$ cat src/rtl/aes_ark_pkg.sv
// Shared AES AddRoundKey definitions: word size, round counts,
// round-index width helper and the output-buffer occupancy states.
package aes_ark_pkg;

    localparam int AES_WORD_W = 32;
    localparam int AES_NR_128 = 10;
    localparam int AES_NR_192 = 12;
    localparam int AES_NR_256 = 14;

    typedef enum logic [1:0] {
        BUF_EMPTY = 2'd0,
        BUF_ONE   = 2'd1,
        BUF_FULL  = 2'd2
    } buf_state_e;

    // Width of a round index able to address num_keys slots (at least 1 bit).
    function automatic int round_idx_w(input int num_keys);
        return (num_keys > 1) ? $clog2(num_keys) : 1;
    endfunction

endpackage

$ cat src/rtl/add_round_key_pipe_if.sv
// Streaming state-in / result-out handshake bundle for add_round_key_pipe.
// The producer/consumer side uses master, the key-add stage uses slave.
interface add_round_key_pipe_if #(
    parameter int DATA_W   = 128,
    parameter int NUM_KEYS = 11
);
    localparam int ROUND_W = aes_ark_pkg::round_idx_w(NUM_KEYS);

    logic               in_valid;
    logic               in_ready;
    logic [DATA_W-1:0]  in_data;
    logic               in_auto;
    logic [ROUND_W-1:0] in_round;

    logic               out_valid;
    logic               out_ready;
    logic [DATA_W-1:0]  out_data;
    logic [ROUND_W-1:0] out_round;
    logic               out_err;

    modport master (
        output in_valid, in_data, in_auto, in_round, out_ready,
        input  in_ready, out_valid, out_data, out_round, out_err
    );

    modport slave (
        input  in_valid, in_data, in_auto, in_round, out_ready,
        output in_ready, out_valid, out_data, out_round, out_err
    );

endinterface

$ cat src/rtl/ark_skid_buf.sv
// Two-entry registered valid/ready FIFO. head_q always drives the output,
// so the popped word is stable until accepted and push_ready_o is registered-only.
module ark_skid_buf
    import aes_ark_pkg::*;
#(
    parameter int WIDTH = 8
) (
    input  logic             clk,
    input  logic             rst_n,
    input  logic             flush_i,
    input  logic             push_valid_i,
    output logic             push_ready_o,
    input  logic [WIDTH-1:0] push_data_i,
    output logic             pop_valid_o,
    input  logic             pop_ready_i,
    output logic [WIDTH-1:0] pop_data_o
);

    buf_state_e       state_q, state_d;
    logic [WIDTH-1:0] head_q, head_d;
    logic [WIDTH-1:0] tail_q, tail_d;
    logic             push;
    logic             pop;

    assign push_ready_o = (state_q != BUF_FULL);
    assign pop_valid_o  = (state_q != BUF_EMPTY);
    assign pop_data_o   = head_q;
    assign push         = push_valid_i && push_ready_o;
    assign pop          = pop_ready_i && pop_valid_o;

    // NOTE: non-blocking assignments in clocked blocks so every register samples pre-edge values.
    always_ff @(posedge clk or negedge rst_n) begin
        if (!rst_n) begin
            state_q <= BUF_EMPTY;
            head_q  <= '0;
            tail_q  <= '0;
        end else begin
            state_q <= state_d;
            head_q  <= head_d;
            tail_q  <= tail_d;
        end
    end

    // NOTE: every output of this block gets a default first, so no latch can be inferred.
    always_comb begin
        state_d = state_q;
        head_d  = head_q;
        tail_d  = tail_q;
        if (flush_i) begin
            state_d = BUF_EMPTY;
        end else begin
            unique case (state_q)
                BUF_EMPTY: begin
                    if (push) begin
                        head_d  = push_data_i;
                        state_d = BUF_ONE;
                    end
                end
                BUF_ONE: begin
                    if (push && pop) begin
                        head_d = push_data_i;
                    end else if (push) begin
                        tail_d  = push_data_i;
                        state_d = BUF_FULL;
                    end else if (pop) begin
                        state_d = BUF_EMPTY;
                    end
                end
                BUF_FULL: begin
                    // No push is possible here: push_ready_o is low.
                    if (pop) begin
                        head_d  = tail_q;
                        state_d = BUF_ONE;
                    end
                end
                default: state_d = BUF_EMPTY;
            endcase
        end
    end

endmodule

$ cat src/rtl/add_round_key_pipe.sv
// Registered AES AddRoundKey stage: key bank, auto/explicit round select, XOR,
// 2-entry output buffer. Define ARK_ZEROIZE_EN to add the zeroize input.
module add_round_key_pipe #(
    parameter  int DATA_W   = 128,
    parameter  int NUM_KEYS = 11,
    localparam int ROUND_W  = aes_ark_pkg::round_idx_w(NUM_KEYS)
) (
    input  logic               clk,
    input  logic               reset,
    input  logic               key_we,
    input  logic [ROUND_W-1:0] key_addr,
    input  logic [DATA_W-1:0]  key_data,
`ifdef ARK_ZEROIZE_EN
    input  logic               zeroize,
`endif
    add_round_key_pipe_if.slave bus
);

    localparam int                 ENTRY_W    = 1 + ROUND_W + DATA_W;
    localparam logic [ROUND_W:0]   NUM_KEYS_X = (ROUND_W + 1)'(NUM_KEYS);
    localparam logic [ROUND_W-1:0] LAST_IDX   = ROUND_W'(NUM_KEYS - 1);

    logic [DATA_W-1:0]  key_q [NUM_KEYS];
    logic [ROUND_W-1:0] round_ptr_q, round_ptr_d;
    logic               zeroize_w;
    logic               buf_ready;
    logic               accept;
    logic [ROUND_W-1:0] idx;
    logic               idx_err;
    logic [DATA_W-1:0]  key_sel;
    logic [ENTRY_W-1:0] push_entry;
    logic [ENTRY_W-1:0] pop_entry;

`ifdef ARK_ZEROIZE_EN
    assign zeroize_w = zeroize;
`else
    assign zeroize_w = 1'b0;
`endif

    assign bus.in_ready = buf_ready && !zeroize_w;
    assign accept       = bus.in_valid && bus.in_ready;
    assign idx          = bus.in_auto ? round_ptr_q : bus.in_round;
    assign idx_err      = ({1'b0, idx} >= NUM_KEYS_X);

    // Out-of-range indices match no slot and therefore select an all-zero key.
    always_comb begin
        key_sel = '0;
        for (int i = 0; i < NUM_KEYS; i++) begin
            if (idx == ROUND_W'(i)) key_sel = key_q[i];
        end
    end

    assign push_entry = {idx_err, idx, bus.in_data ^ key_sel};

    always_comb begin
        round_ptr_d = round_ptr_q;
        if (zeroize_w) begin
            round_ptr_d = '0;
        end else if (accept) begin
            round_ptr_d = (idx >= LAST_IDX) ? '0 : idx + ROUND_W'(1);
        end
    end

    always_ff @(posedge clk or negedge reset) begin
        if (!reset) begin
            round_ptr_q <= '0;
        end else begin
            round_ptr_q <= round_ptr_d;
        end
    end

    // NOTE: the key bank is held in flops with a reset because key material
    // must read as zero after reset; it cannot be mapped onto reset-less RAM.
    always_ff @(posedge clk or negedge reset) begin
        if (!reset) begin
            for (int i = 0; i < NUM_KEYS; i++) key_q[i] <= '0;
        end else if (zeroize_w) begin
            for (int i = 0; i < NUM_KEYS; i++) key_q[i] <= '0;
        end else if (key_we) begin
            // Addresses past the last slot match nothing and are dropped.
            for (int i = 0; i < NUM_KEYS; i++) begin
                if (key_addr == ROUND_W'(i)) key_q[i] <= key_data;
            end
        end
    end

    ark_skid_buf #(
        .WIDTH (ENTRY_W)
    ) u_buf (
        .clk          (clk),
        .rst_n        (reset),
        .flush_i      (zeroize_w),
        .push_valid_i (accept),
        .push_ready_o (buf_ready),
        .push_data_i  (push_entry),
        .pop_valid_o  (bus.out_valid),
        .pop_ready_i  (bus.out_ready),
        .pop_data_o   (pop_entry)
    );

    assign bus.out_err   = pop_entry[ENTRY_W-1];
    assign bus.out_round = pop_entry[DATA_W +: ROUND_W];
    assign bus.out_data  = pop_entry[DATA_W-1:0];

endmodule
$ cat src/flat_wrapper.sv
// flat-port wrapper written by rule: the top's interface ports become plain ports
module add_round_key_pipe_flat 
#(
    parameter  int DATA_W   = 128,
    parameter  int NUM_KEYS = 11,
    localparam int ROUND_W  = aes_ark_pkg::round_idx_w(NUM_KEYS)
)
  (clk, reset, key_we, key_addr, key_data, bus_in_valid, bus_in_data, bus_in_auto, bus_in_round, bus_out_ready, bus_in_ready, bus_out_valid, bus_out_data, bus_out_round, bus_out_err);
  add_round_key_pipe_if #(.DATA_W(DATA_W), .NUM_KEYS(NUM_KEYS)) bus_i ();
  input  logic clk;
  input  logic reset;
  input  logic key_we;
  input  logic [ROUND_W-1:0] key_addr;
  input  logic [DATA_W-1:0] key_data;
  input wire logic [$bits(bus_i.in_valid)-1:0] bus_in_valid;
  input wire logic [$bits(bus_i.in_data)-1:0] bus_in_data;
  input wire logic [$bits(bus_i.in_auto)-1:0] bus_in_auto;
  input wire logic [$bits(bus_i.in_round)-1:0] bus_in_round;
  input wire logic [$bits(bus_i.out_ready)-1:0] bus_out_ready;
  output wire logic [$bits(bus_i.in_ready)-1:0] bus_in_ready;
  output wire logic [$bits(bus_i.out_valid)-1:0] bus_out_valid;
  output wire logic [$bits(bus_i.out_data)-1:0] bus_out_data;
  output wire logic [$bits(bus_i.out_round)-1:0] bus_out_round;
  output wire logic [$bits(bus_i.out_err)-1:0] bus_out_err;
  assign bus_i.in_valid = bus_in_valid;
  assign bus_i.in_data = bus_in_data;
  assign bus_i.in_auto = bus_in_auto;
  assign bus_i.in_round = bus_in_round;
  assign bus_i.out_ready = bus_out_ready;
  assign bus_in_ready = bus_i.in_ready;
  assign bus_out_valid = bus_i.out_valid;
  assign bus_out_data = bus_i.out_data;
  assign bus_out_round = bus_i.out_round;
  assign bus_out_err = bus_i.out_err;
  add_round_key_pipe #(.DATA_W(DATA_W), .NUM_KEYS(NUM_KEYS)) u_core (.clk(clk), .reset(reset), .key_we(key_we), .key_addr(key_addr), .key_data(key_data), .bus(bus_i));
endmodule
$ cat config.mk
export PLATFORM = sky130hd
export DESIGN_NAME = add_round_key_pipe_flat
export DESIGN_NICKNAME = d
export VERILOG_FILES = /design/src/rtl/aes_ark_pkg.sv /design/src/rtl/add_round_key_pipe_if.sv /design/src/rtl/ark_skid_buf.sv /design/src/rtl/add_round_key_pipe.sv /design/src/flat_wrapper.sv
export SDC_FILE = /design/constraint.sdc
export NUM_CORES = 2
export LEC_CHECK = 0
export CORE_MARGIN = 1
export CORE_UTILIZATION = 50
export DETAILED_ROUTE_END_ITERATION = 8
export PLACE_DENSITY = 0.75
export SYNTH_ARGS = -nofsm -noshare
export SYNTH_HDL_FRONTEND = slang
export SYNTH_SLANG_ARGS = --single-unit
$ cat constraint.sdc
create_clock -name clk -period 8.4 [get_ports clk]
set_input_delay 0.84 -clock clk [delete_from_list [all_inputs] [get_ports clk]]
set_output_delay 0.84 -clock clk [all_outputs]
set_load 0.01 [all_outputs]
==> results.sh <==
export IMPL_status="finished clean"
export IMPL_via_count=66400
export IMPL_timing_final_ws_setup_ps=2410
export IMPL_timing_final_crit_share_pct=71.3
export IMPL_synth_fp_nets=7698
export IMPL_ys_seq_elements=1680
export IMPL_pin_count=405
export IMPL_rsz0062_at_grt="no"
export IMPL_seq_area_frac_synth_pct=50.9
export IMPL_relSlewSlack_pct=14.9
export IMPL_drive_above_1_share_pct=24.3
export IMPL_netlist_instances=7424
export IMPL_period_needed_ps=5990
export IMPL_crit_required_ps=9110
export IMPL_hold_buffers=1
export IMPL_route_detailed_drc=0
export IMPL_synthArstFlopShare_pct=100
export IMPL_peakVddDrop_mv=0.213
export IMPL_dr_pass1_iters=6
export IMPL_totalWireLength_um=275000
export IMPL_cts_sinks=1680
export IMPL_total_power_mw=27.4
export IMPL_postCtsSetupBuffers=0
export IMPL_die_w_um=408
export IMPL_critPathMaxStageDelay_ps=1090
export IMPL_syn_cell_area_um2=82600
export IMPL_cp_slowest_cell="clkdlybuf4s50_1"
export IMPL_powerDensity_nw_per_um2=292
export IMPL_max_cap_violations=0
export IMPL_cts_tree="built"
export IMPL_fin_setup_tns_ps=0
export IMPL_dp_slack_ps=1700
export IMPL_nNetsFinal=7624
export IMPL_worstPathCellList="clkdlybuf4s50_1 > mux2i_1 > inv_1 > ha_4 > nor4b_2 > buf_4 > or2_4 > buf_12 > a221oi_2 > o2111ai_1 > a21oi_1 > a211o_1"
export IMPL_port_buffers=404
export IMPL_drt_iter0_drc=8121
export IMPL_drtAntennaViolNets=0
export IMPL_ys_flop_type="dfrtp_1"
export IMPL_cts_root_buf="clkbuf_16"
export IMPL_fmax_ghz=0.167
export IMPL_dpl_cell_count=9348
export IMPL_synth_edf_count=0
export IMPL_start_util_pct=50.6
export IMPL_cp_arrival_ps=6710
export IMPL_dpl_cell_area_um2=87700
export IMPL_clk_pin_slew_ps=60
export IMPL_cts_max_level=4
export IMPL_p_leak_nw=40.6
export IMPL_crit_type="primary input to register"
export IMPL_wl_per_cell_um=28.4
export IMPL_groute_usage_overall_pct=32.3
export IMPL_fp_dieArea_um2=167000
export IMPL_post_cts_resized=0
export IMPL_avgSynthCellArea_um2=11.1
export IMPL_core_area_um2=163000
export IMPL_hold_viol=0
export IMPL_cp_end_kind="register"
export IMPL_crit_path_start_kind="primary input"
export IMPL_place_gp_congestion=0.838
export IMPL_antenna_found_initial=58
export IMPL_hold_class="register to register"
export IMPL_grt_pass1_vias=66900
export IMPL_grt_overflow=0
export IMPL_stdcell_count=9677
export IMPL_rows=148
export IMPL_grt_max_degree=176
export IMPL_clock_latency_ps=840
export IMPL_ys_types=65
export IMPL_worst_slew_pin_slew_ps=1270
export IMPL_viasPerCell=6.86
export IMPL_finalClockSkew_ps=40.6
export IMPL_cts_made_buffers=174
export IMPL_num_fill_cells=13200
export IMPL_finalMaxSlewViolations=0
export IMPL_syn_to_final_growth_pct=13.3
export IMPL_clockBufferDepth=3
export IMPL_dp_hpwl_um=153000
export IMPL_die_h_um=408
export IMPL_crit_fanout=71
export IMPL_fin_area_um2=93600
export IMPL_r2r_setup_slack_ps=3280
export IMPL_yosys_warnings=0
export IMPL_setup_viol_count_final=0
export IMPL_grt_first_pass_wirelength_um=416000
==> stage by stage <==
| step | util, % | hold slack, ps |
|---|---|---|
| after floorplan | - | 444 |
| after global placement | 53.7 | 454 |
| after detailed placement | 53.7 | 461 |
| after CTS | 57.3 | 476 |
| after global routing | 57.3 | 490 |
| final | 57.3 | 472 |
==> worst max-delay path: cells and delay by family <==
kind                       cells  cell delay (ps)
buffers and inverters          4             2200
and+or+nand+nor                2             1200
AOI/OAI and AO/OA              4             1070
adders and majority gates      1              660
muxes                          1              490
==> cells by family (layout without fill, tap and decap cells) <==
kind of cell               Yosys count  count (layout)  share of synthesized area, %
AOI/OAI and AO/OA                 1970            1970                          17.3
xor gates and xnor gates             1               1                        0.0106
adders and majority gates            4               4                        0.0606
buffers and inverters              899             962                          4.39
DFF                               1680            1680                          50.9
muxes                             1295            1295                          17.7
other                                0              15                             0
and+or+nand+nor                   1575            1575                          9.64
==> report_power, final <==
group | switching (mW) | internal [mW]
Clock | 3.34 | 4.60
Sequential | 1.39 | 10.3
Combinational | 4.23 | 3.49
Total | 8.96 | 18.4
==> worst paths after layout <==
kind	startpoint	end	depth (start not counted)
min in group asynchronous	reset	u_core.key_q[397]	2
max	bus_in_auto	u_core.u_buf.tail_q[53]	12
max in group asynchronous	reset	u_core.key_q[817]	4
max reg2reg	u_core.round_ptr_q[0]	u_core.u_buf.tail_q[105]	9
min	u_core.u_buf.tail_q[15]	u_core.u_buf.tail_q[15]	2
min reg2reg	u_core.u_buf.tail_q[15]	u_core.u_buf.tail_q[15]	2
==> area by class of cell <==
class | count | area [µm²] | share of cell area (%)
inverters | 126 | 480 | 0.513
clock inverters | 46 | 591 | 0.631
diodes | 15 | 37.5 | 0.0401
flip-flops and latches | 1680 | 42000 | 44.9
multi-input cells | 4845 | 37200 | 39.7
repair buffers | 523 | 5280 | 5.65
well taps | 2175 | 2720 | 2.91
clock buffers | 267 | 5230 | 5.59
==> state kept, by name, indices dropped and copies added, names as in the netlist <==
| signal | flops |
|---|---|
| u_core.key_q | 1408 |
| u_core.round_ptr_q | 4 |
| u_core.u_buf.pop_data_o | 133 |
| u_core.u_buf.state_q | 2 |
| u_core.u_buf.tail_q | 133 |
==> cell usage after synthesis (all sizes together), types with 19 or more instances <==
master / instances / share of area [%]
dfrtp: 1680 / 51
nor3: 121 / 0.74
buf: 148 / 0.97
nor2b: 19 / 0.14
o21a: 25 / 0.23
clkbuf: 625 / 2.8
nand3: 471 / 2.9
a221oi: 264 / 3.5
nand2: 286 / 1.3
a21o: 122 / 1.1
and3: 243 / 1.8
inv: 125 / 0.57
a211o: 120 / 1.3
mux2: 1290 / 18
nor2: 266 / 1.2
o32ai: 24 / 0.25
a2bb2oi: 229 / 2.4
o221ai: 116 / 1.2
o2111ai: 115 / 1.2
nand3b: 115 / 1.0
a21oi: 611 / 3.7
o21ai: 278 / 1.7
==> cells in the final DEF (no fill, tap or decap), drive strengths merged, types with 14 or more instances in the layout <==
| cell type | count |
|---|---|
| diode | 15 |
| a211o | 120 |
| inv | 131 |
| clkbuf | 267 |
| nor2 | 266 |
| or4 | 14 |
| nand4 | 17 |
| o211ai | 14 |
| nor2b | 19 |
| clkdlybuf4s50 | 403 |
| a221oi | 264 |
| nand3 | 471 |
| clkinv | 27 |
| a21oi | 611 |
| o221ai | 116 |
| nor3 | 121 |
| o2111ai | 115 |
| a21o | 122 |
| a2bb2oi | 229 |
| o32ai | 24 |
| a22oi | 14 |
| o21ai | 278 |
| buf | 119 |
| and3 | 243 |
| nand2 | 286 |
| dfrtp | 1680 |
| o21a | 25 |
| mux2 | 1290 |
| nand3b | 115 |
==> routing by layer <==
layer,GRT usage [%],part of all wire [%],vias up
met5,0.287,0.19,-
met3,9.28,11,828
met1,42.6,39,34100
met2,49.2,45,3852
li1,-,-,27500
met4,14.6,4.3,76
No activity file was read; power rests on OpenSTA's default activity.
